[src/rtl/apb4_pkg.sv]
// Shared types and widths for the APB4 command bridge.
package apb4_pkg;

    localparam int APB_DATA_W = 32;
    localparam int APB_STRB_W = 4;

    typedef enum logic [1:0] {
        IDLE   = 2'd0,
        SETUP  = 2'd1,
        ACCESS = 2'd2,
        RESP   = 2'd3
    } apb_state_t;

endpackage

[src/rtl/apb4_cmd_bridge.sv]
// Valid/ready command stream to single APB4 master transfers, one outstanding at a time.
// Optional access timeout is compiled in with `define APB4_BRIDGE_TIMEOUT_EN.
module apb4_cmd_bridge
    import apb4_pkg::*;
#(
    parameter int ADDRWIDTH  = 12,
    parameter int TOUT_WIDTH = 8
) (
    input  logic                  pclk,
    input  logic                  presetn,

    input  logic                  cmd_valid,
    output logic                  cmd_ready,
    input  logic                  cmd_write,
    input  logic [ADDRWIDTH-1:0]  cmd_addr,
    input  logic [APB_DATA_W-1:0] cmd_wdata,
    input  logic [APB_STRB_W-1:0] cmd_strb,

    output logic                  rsp_valid,
    input  logic                  rsp_ready,
    output logic [APB_DATA_W-1:0] rsp_rdata,
    output logic                  rsp_err,
    output logic                  rsp_timeout,

    output logic                  psel,
    output logic [ADDRWIDTH-1:0]  paddr,
    output logic                  penable,
    output logic                  pwrite,
    output logic [APB_DATA_W-1:0] pwdata,
    output logic [APB_STRB_W-1:0] pstrb,
    input  logic [APB_DATA_W-1:0] prdata,
    input  logic                  pready,
    input  logic                  pslverr
);

    if (TOUT_WIDTH < 1) begin : g_bad_tout_width
        $error("apb4_cmd_bridge: TOUT_WIDTH must be at least 1");
    end

    apb_state_t state_q, state_d;

    logic                  psel_d, penable_d, pwrite_d;
    logic [ADDRWIDTH-1:0]  paddr_d;
    logic [APB_DATA_W-1:0] pwdata_d;
    logic [APB_STRB_W-1:0] pstrb_d;
    logic                  rsp_valid_d, rsp_err_d;
    logic [APB_DATA_W-1:0] rsp_rdata_d;
    logic                  rsp_timeout_d;
    logic                  tout_hit;

`ifdef APB4_BRIDGE_TIMEOUT_EN
    logic [TOUT_WIDTH-1:0] tout_cnt;
    logic                  rsp_timeout_q;

    // Counts ACCESS cycles spent waiting; cleared while in SETUP so it starts at 0 on entry.
    always_ff @(posedge pclk or negedge presetn) begin
        if (!presetn) begin
            tout_cnt <= '0;
        end else if (state_q == SETUP) begin
            tout_cnt <= '0;
        end else if (state_q == ACCESS && !pready) begin
            tout_cnt <= tout_cnt + 1'b1;
        end
    end

    assign tout_hit = (tout_cnt == {TOUT_WIDTH{1'b1}});

    always_ff @(posedge pclk or negedge presetn) begin
        if (!presetn) begin
            rsp_timeout_q <= 1'b0;
        end else begin
            rsp_timeout_q <= rsp_timeout_d;
        end
    end

    assign rsp_timeout = rsp_timeout_q;
`else
    assign tout_hit    = 1'b0;
    assign rsp_timeout = 1'b0;
`endif

    assign cmd_ready = (state_q == IDLE);

    always_comb begin
        state_d       = state_q;
        psel_d        = psel;
        penable_d     = penable;
        pwrite_d      = pwrite;
        paddr_d       = paddr;
        pwdata_d      = pwdata;
        pstrb_d       = pstrb;
        rsp_valid_d   = rsp_valid;
        rsp_rdata_d   = rsp_rdata;
        rsp_err_d     = rsp_err;
        rsp_timeout_d = rsp_timeout;

        case (state_q)
            IDLE: begin
                if (cmd_valid) begin
                    paddr_d  = cmd_addr;
                    pwrite_d = cmd_write;
                    // Reads never carry write data or strobes onto the bus.
                    pwdata_d = cmd_write ? cmd_wdata : '0;
                    pstrb_d  = cmd_write ? cmd_strb  : '0;
                    psel_d   = 1'b1;
                    state_d  = SETUP;
                end
            end
            SETUP: begin
                penable_d = 1'b1;
                state_d   = ACCESS;
            end
            ACCESS: begin
                // pready has priority over an expiring timeout.
                if (pready) begin
                    rsp_rdata_d   = pwrite ? '0 : prdata;
                    rsp_err_d     = pslverr;
                    rsp_timeout_d = 1'b0;
                    rsp_valid_d   = 1'b1;
                    psel_d        = 1'b0;
                    penable_d     = 1'b0;
                    state_d       = RESP;
                end else if (tout_hit) begin
                    rsp_rdata_d   = '0;
                    rsp_err_d     = 1'b1;
                    rsp_timeout_d = 1'b1;
                    rsp_valid_d   = 1'b1;
                    psel_d        = 1'b0;
                    penable_d     = 1'b0;
                    state_d       = RESP;
                end
            end
            RESP: begin
                if (rsp_ready) begin
                    rsp_valid_d = 1'b0;
                    state_d     = IDLE;
                end
            end
            default: begin
                state_d = IDLE;
            end
        endcase
    end

    always_ff @(posedge pclk or negedge presetn) begin
        if (!presetn) begin
            state_q   <= IDLE;
            psel      <= 1'b0;
            penable   <= 1'b0;
            pwrite    <= 1'b0;
            paddr     <= '0;
            pwdata    <= '0;
            pstrb     <= '0;
            rsp_valid <= 1'b0;
            rsp_rdata <= '0;
            rsp_err   <= 1'b0;
        end else begin
            state_q   <= state_d;
            psel      <= psel_d;
            penable   <= penable_d;
            pwrite    <= pwrite_d;
            paddr     <= paddr_d;
            pwdata    <= pwdata_d;
            pstrb     <= pstrb_d;
            rsp_valid <= rsp_valid_d;
            rsp_rdata <= rsp_rdata_d;
            rsp_err   <= rsp_err_d;
        end
    end

endmodule
[config.mk]
export PLATFORM = sky130hd
export DESIGN_NAME = apb4_cmd_bridge
export DESIGN_NICKNAME = d
export VERILOG_FILES = /design/src/rtl/apb4_pkg.sv /design/src/rtl/apb4_cmd_bridge.sv
export SDC_FILE = /design/constraint.sdc
export NUM_CORES = 1
export LEC_CHECK = 0
export CAP_MARGIN = 0
export CORE_ASPECT_RATIO = 1.75
export CORE_MARGIN = 3
export CORE_UTILIZATION = 37
export DETAILED_ROUTE_END_ITERATION = 7
export GPL_TIMING_DRIVEN = 0
export PLACE_DENSITY_LB_ADDON = 0.08
export SLEW_MARGIN = 20
export SYNTH_ARGS = -nofsm -noshare
export SYNTH_HDL_FRONTEND = slang
export SYNTH_SLANG_ARGS = --single-unit
[constraint.sdc]
create_clock -name pclk -period 1.8 [get_ports pclk]
set_clock_uncertainty 0.15 [all_clocks]
set_input_delay 0.27 -clock pclk [delete_from_list [all_inputs] [get_ports pclk]]
set_output_delay 0.27 -clock pclk [all_outputs]
set_load 0.03 [all_outputs]
==> implementation parameters <==
Parameter                              Value

Worst hold path
  Hold crit path type ... input port to flop
  Cells on Worst Hold Path ... 3
  Startpoint of the worst hold path ... cmd_write
  Worst Hold Path EP ... pwdata[0]$_DFFE_PN0P_

Clocking
  Clock tree root buffer cell ... sky130_fd_sc_hd__clkbuf_16
  CTS max path bufs ... 2
  Clock latency on the worst-skew pair ... 0.33 ns
  H-tree levels ... 3
  Clk pin slew, worst setup/hold paths ... 0.06 ns
  CTS Buf Count ... 9
  Number of sinks handled by clock tree synthesis ... 87
  Clock tree from TritonCTS ... done

Floorplan
  Starting utilization of the core area ... 38.3%
  Horizontal die dimension ... 81.1 um
  Number of ports placed on the die boundary ... 174
  Row cnt ... 47
  Die Span Y ... 137 um
  Die area ... 11,100 um^2
  Floorplan Core Area ... 9530 um^2

Timing
  Minimum clock period ... 1.77 ns
  Maximum clock frequency ... 566 MHz
  Final setup violating endpoints ... 0
  Share of the cycle needed by the critical path after routing ... 98.1%
  Number of hold violations in the final report ... 0
  Final Max Tran Viols ... 0
  Setup WS post-layout ... 0.0347 ns

Pwr
  Combinational fraction of design power ... 49.3%
  Static leakage power ... 3.30 nW
  Share of total power in the clock network ... 20.1%
  Sequential power share ... 30.5%
  Total power per unit cell area ... 1790 nW/um^2
  Cell-internal power ... 6.37 mW
  Sw power ... 4.37 mW
  Sw frac ... 40.7%
  Worst IR Drop VDD ... 0.937 mV
  Post-layout power ... 10.7 mW

Place
  Port buffer count ... 171
  Number of cells after detailed placement ... 654
  Gp weighted congestion ... 0.743
  Placed inst area ... 5540 um^2
  Setup slack after placement ... -0.134 ns
  DPL Wire Length ... 7500 um

Critical path
  Critical path peak fanout ... 2
  Highest-delay cell along the critical path ... sky130_fd_sc_hd__clkdlybuf4s50_1
  Buffer and inverter count on the worst path ... 1
  Family of cells with the greatest summed delay on the critical path ... buffers and inverters
  WS Path Type ... flop to primary output
  Flop-to-flop setup slack ... 0.05 ns
  Origin of the critical flop-to-flop path ... state_q[1]$_DFFE_PN0P_
  Endpoint of the lowest-slack register-to-register path ... paddr[7]$_DFFE_PN0P_
  Required time at the worst-slack endpoint ... 1.38 ns
  Signal arrival time at the worst endpoint ... 1.35 ns
  Kind of end point of the critical path ... primary output
  Cells on worst reg2reg path ... 6
  Largest stage delay on the critical path ... 0.67 ns
  Chain of cells forming the critical path ... clkdlybuf4s50_1
  Startpoint Class ... flop

Routing
  Detailed-route vias per instance ... 4.65
  First-pass iteration count of the detailed router ... 4
  Count of unresolved DRC violations after routing ... 0
  Drt total wl ... 9820 um
  DR iter-0 viols ... 89
  Antenna-violating nets left ... 0
  WL/cell ... 14.6 um
  Via count ... 3,131

Final layout
  Ant diodes ... 0
  Final core utilization ... 63.1%
  Share of post-route cells with drive strength above 1 ... 10.3%
  Area of all placed cells without fillers ... 6010 um^2
  Count of placed standard cells in the final layout, fillers left out ... 674
  P&R area growth vs syn ... 64.8%
  Final net count ... 640

Yosys
  Cells after synthesis ... 360
  Top cells by area in the synthesized netlist ... sky130_fd_sc_hd__dfrtp_1, sky130_fd_sc_hd__nand2_1, sky130_fd_sc_hd__o21ai_0
  Part of the Yosys area used for sequential elements ... 59.7%
  Leading area contributor after synthesis ... sky130_fd_sc_hd__dfrtp_1
  Synth Area per Inst ... 10.1 um^2
  Post-synthesis register bit count ... 87
  Fraction of post-synthesis cell area in the top cell type by area ... 59.7%
  Yosys warning count ... 0
  Synth unique cells ... 24
  Net count of the mapped netlist ... 453
  Total standard cell area after synthesis ... 3650 um^2

Global route
  Number of global-route vias before repair ... 3,123
  Initial antenna violation count ... 0
  Aggregate global routing overflow ... 0
  Wire length of the first global-routing pass ... 15,100 um
  Global-route usage over all layers ... 17.7%
  Pin count of the biggest net entering global routing ... 56

Job
  MaxCap Viol Count ... 0

Run status
  Status ... finished clean
state kept, by name, summed over array words and instances (netlist names):
name       cells
pwrite         1
state_q        2
pwdata        32
rsp_err        1
penable        1
psel           1
rsp_rdata     32
paddr         12
pstrb          4
rsp_valid      1
placed cells by master (no fill, tap or decap), types with 2 or more instances in the layout:
cell type / count
sky130_fd_sc_hd__a211oi_1: 2
sky130_fd_sc_hd__buf_2: 9
sky130_fd_sc_hd__buf_4: 6
sky130_fd_sc_hd__buf_8: 2
sky130_fd_sc_hd__bufinv_16: 3
sky130_fd_sc_hd__clkbuf_1: 9
sky130_fd_sc_hd__clkbuf_16: 9
sky130_fd_sc_hd__clkbuf_4: 3
sky130_fd_sc_hd__clkdlybuf4s50_1: 88
sky130_fd_sc_hd__dfrtp_1: 87
sky130_fd_sc_hd__dlygate4sd2_1: 36
sky130_fd_sc_hd__dlymetal6s2s_1: 45
sky130_fd_sc_hd__ha_1: 3
sky130_fd_sc_hd__ha_2: 3
sky130_fd_sc_hd__inv_1: 3
sky130_fd_sc_hd__mux2_1: 2
sky130_fd_sc_hd__mux2_2: 5
sky130_fd_sc_hd__mux2_4: 8
sky130_fd_sc_hd__mux2i_1: 2
sky130_fd_sc_hd__nand2_1: 107
sky130_fd_sc_hd__nand2b_1: 32
sky130_fd_sc_hd__nor2b_1: 3
sky130_fd_sc_hd__o21ai_0: 58
sky130_fd_sc_hd__o21ai_1: 13
cells by family (layout without fill, tap and decap cells):
family	count (synthesis)	in the layout	share of synthesized area [%]
AND/OR/NAND/NOR	145	145	17.5
flip-flops	87	87	59.7
AO/OA/AOI/OAI	76	76	10.9
buffers and inverters	28	220	3.77
multiplexers	17	17	6.00
adder cells (fa/ha/maj)	6	6	2.06
other	1	1	0.103
cell usage after synthesis:
master / count
sky130_fd_sc_hd__inv_1: 4
sky130_fd_sc_hd__nand2_1: 107
sky130_fd_sc_hd__a211oi_1: 2
sky130_fd_sc_hd__dfrtp_1: 87
sky130_fd_sc_hd__o22ai_1: 1
sky130_fd_sc_hd__mux2_2: 5
sky130_fd_sc_hd__nor2b_1: 3
sky130_fd_sc_hd__conb_1: 1
sky130_fd_sc_hd__nor2b_2: 1
sky130_fd_sc_hd__nand2b_1: 32
sky130_fd_sc_hd__buf_2: 11
sky130_fd_sc_hd__buf_4: 1
sky130_fd_sc_hd__o21ai_1: 13
sky130_fd_sc_hd__nand2_2: 1
sky130_fd_sc_hd__a221oi_2: 1
sky130_fd_sc_hd__nor2_1: 1
sky130_fd_sc_hd__a21oi_1: 1
sky130_fd_sc_hd__o21ai_0: 58
sky130_fd_sc_hd__mux2_4: 8
sky130_fd_sc_hd__mux2i_1: 2
sky130_fd_sc_hd__mux2_1: 2
sky130_fd_sc_hd__ha_1: 6
sky130_fd_sc_hd__clkbuf_1: 10
sky130_fd_sc_hd__buf_6: 2
layout make-up:
| class | instances | area (um^2) |
|---|---|---|
| Fill cell | 841 | 3510 |
| Buffer | 24 | 141 |
| Tap cell | 122 | 153 |
| Clock buffer | 10 | 239 |
| Clock inverter | 6 | 115 |
| Timing Repair Buffer | 176 | 1830 |
| Sequential cell | 87 | 2180 |
| Inverter | 4 | 15.0 |
| Multi-Input combinational cell | 245 | 1340 |
power groups by stage:
| stage | Sequential [mW] | Clock (mW) | Combinational, mW |
|---|---|---|---|
| 6_report | 3.28 | 2.16 | 5.30 |
| 5_1_grt | 3.39 | 2.29 | 5.73 |
| 4_1_cts | 3.31 | 2.21 | 5.39 |
| 3_5_place_dp | 3.35 | 0 | 5.61 |
| 3_3_place_gp | 3.30 | 0 | 5.52 |
| 2_1_floorplan | 4.97 | 0 | 1.53 |
per-layer routing:
layer	wire (um)	GRT usage [%]	part of all wire, %
met1	3710	19.8	38
met2	5020	30.2	51
met3	911	6.35	9.3
met4	182	6.86	1.9
met5	0	0	0
worst max path at each step:
| stage | start | endpoint | slack (ns) | depth (start not counted) |
|---|---|---|---|---|
| CTS | state_q[0]$_DFFE_PN0P_ | cmd_ready | -0.005 | 3 |
| detailed placement | state_q[0]$_DFFE_PN0P_ | cmd_ready | -0.13 | 3 |
| floorplan | state_q[0]$_DFFE_PN0P_ | state_q[1]$_DFFE_PN0P_ | 0.1 | 5 |
| global placement | presetn | paddr[8]$_DFFE_PN0P_ | -2.90 | 1 |
| finish | pwdata[11]$_DFFE_PN0P_ | pwdata[11] | 0.03 | 1 |
| global route | state_q[1]$_DFFE_PN0P_ | paddr[4]$_DFFE_PN0P_ | -0.006 | 6 |
through the flow:
step / TNS, ns / hold slack [ns]
3_5_place_dp: -1.74 / 0.108
6_report: 0 / 0.130
2_1_floorplan: 0 / -0.176
3_3_place_gp: -252.60 / 0.310
5_1_grt: -0.0347 / 0.159
4_1_cts: -0.00709 / 0.130
repair_timing:
item,4_1_cts,5_1_grt
setup endpoints to repair,56,115
hold endpoints to repair,32,0
buffers inserted,0,3
resized for setup,46,53
cloned,0,0
hold buffers,1,0
(Power assumes the default switching activity.)
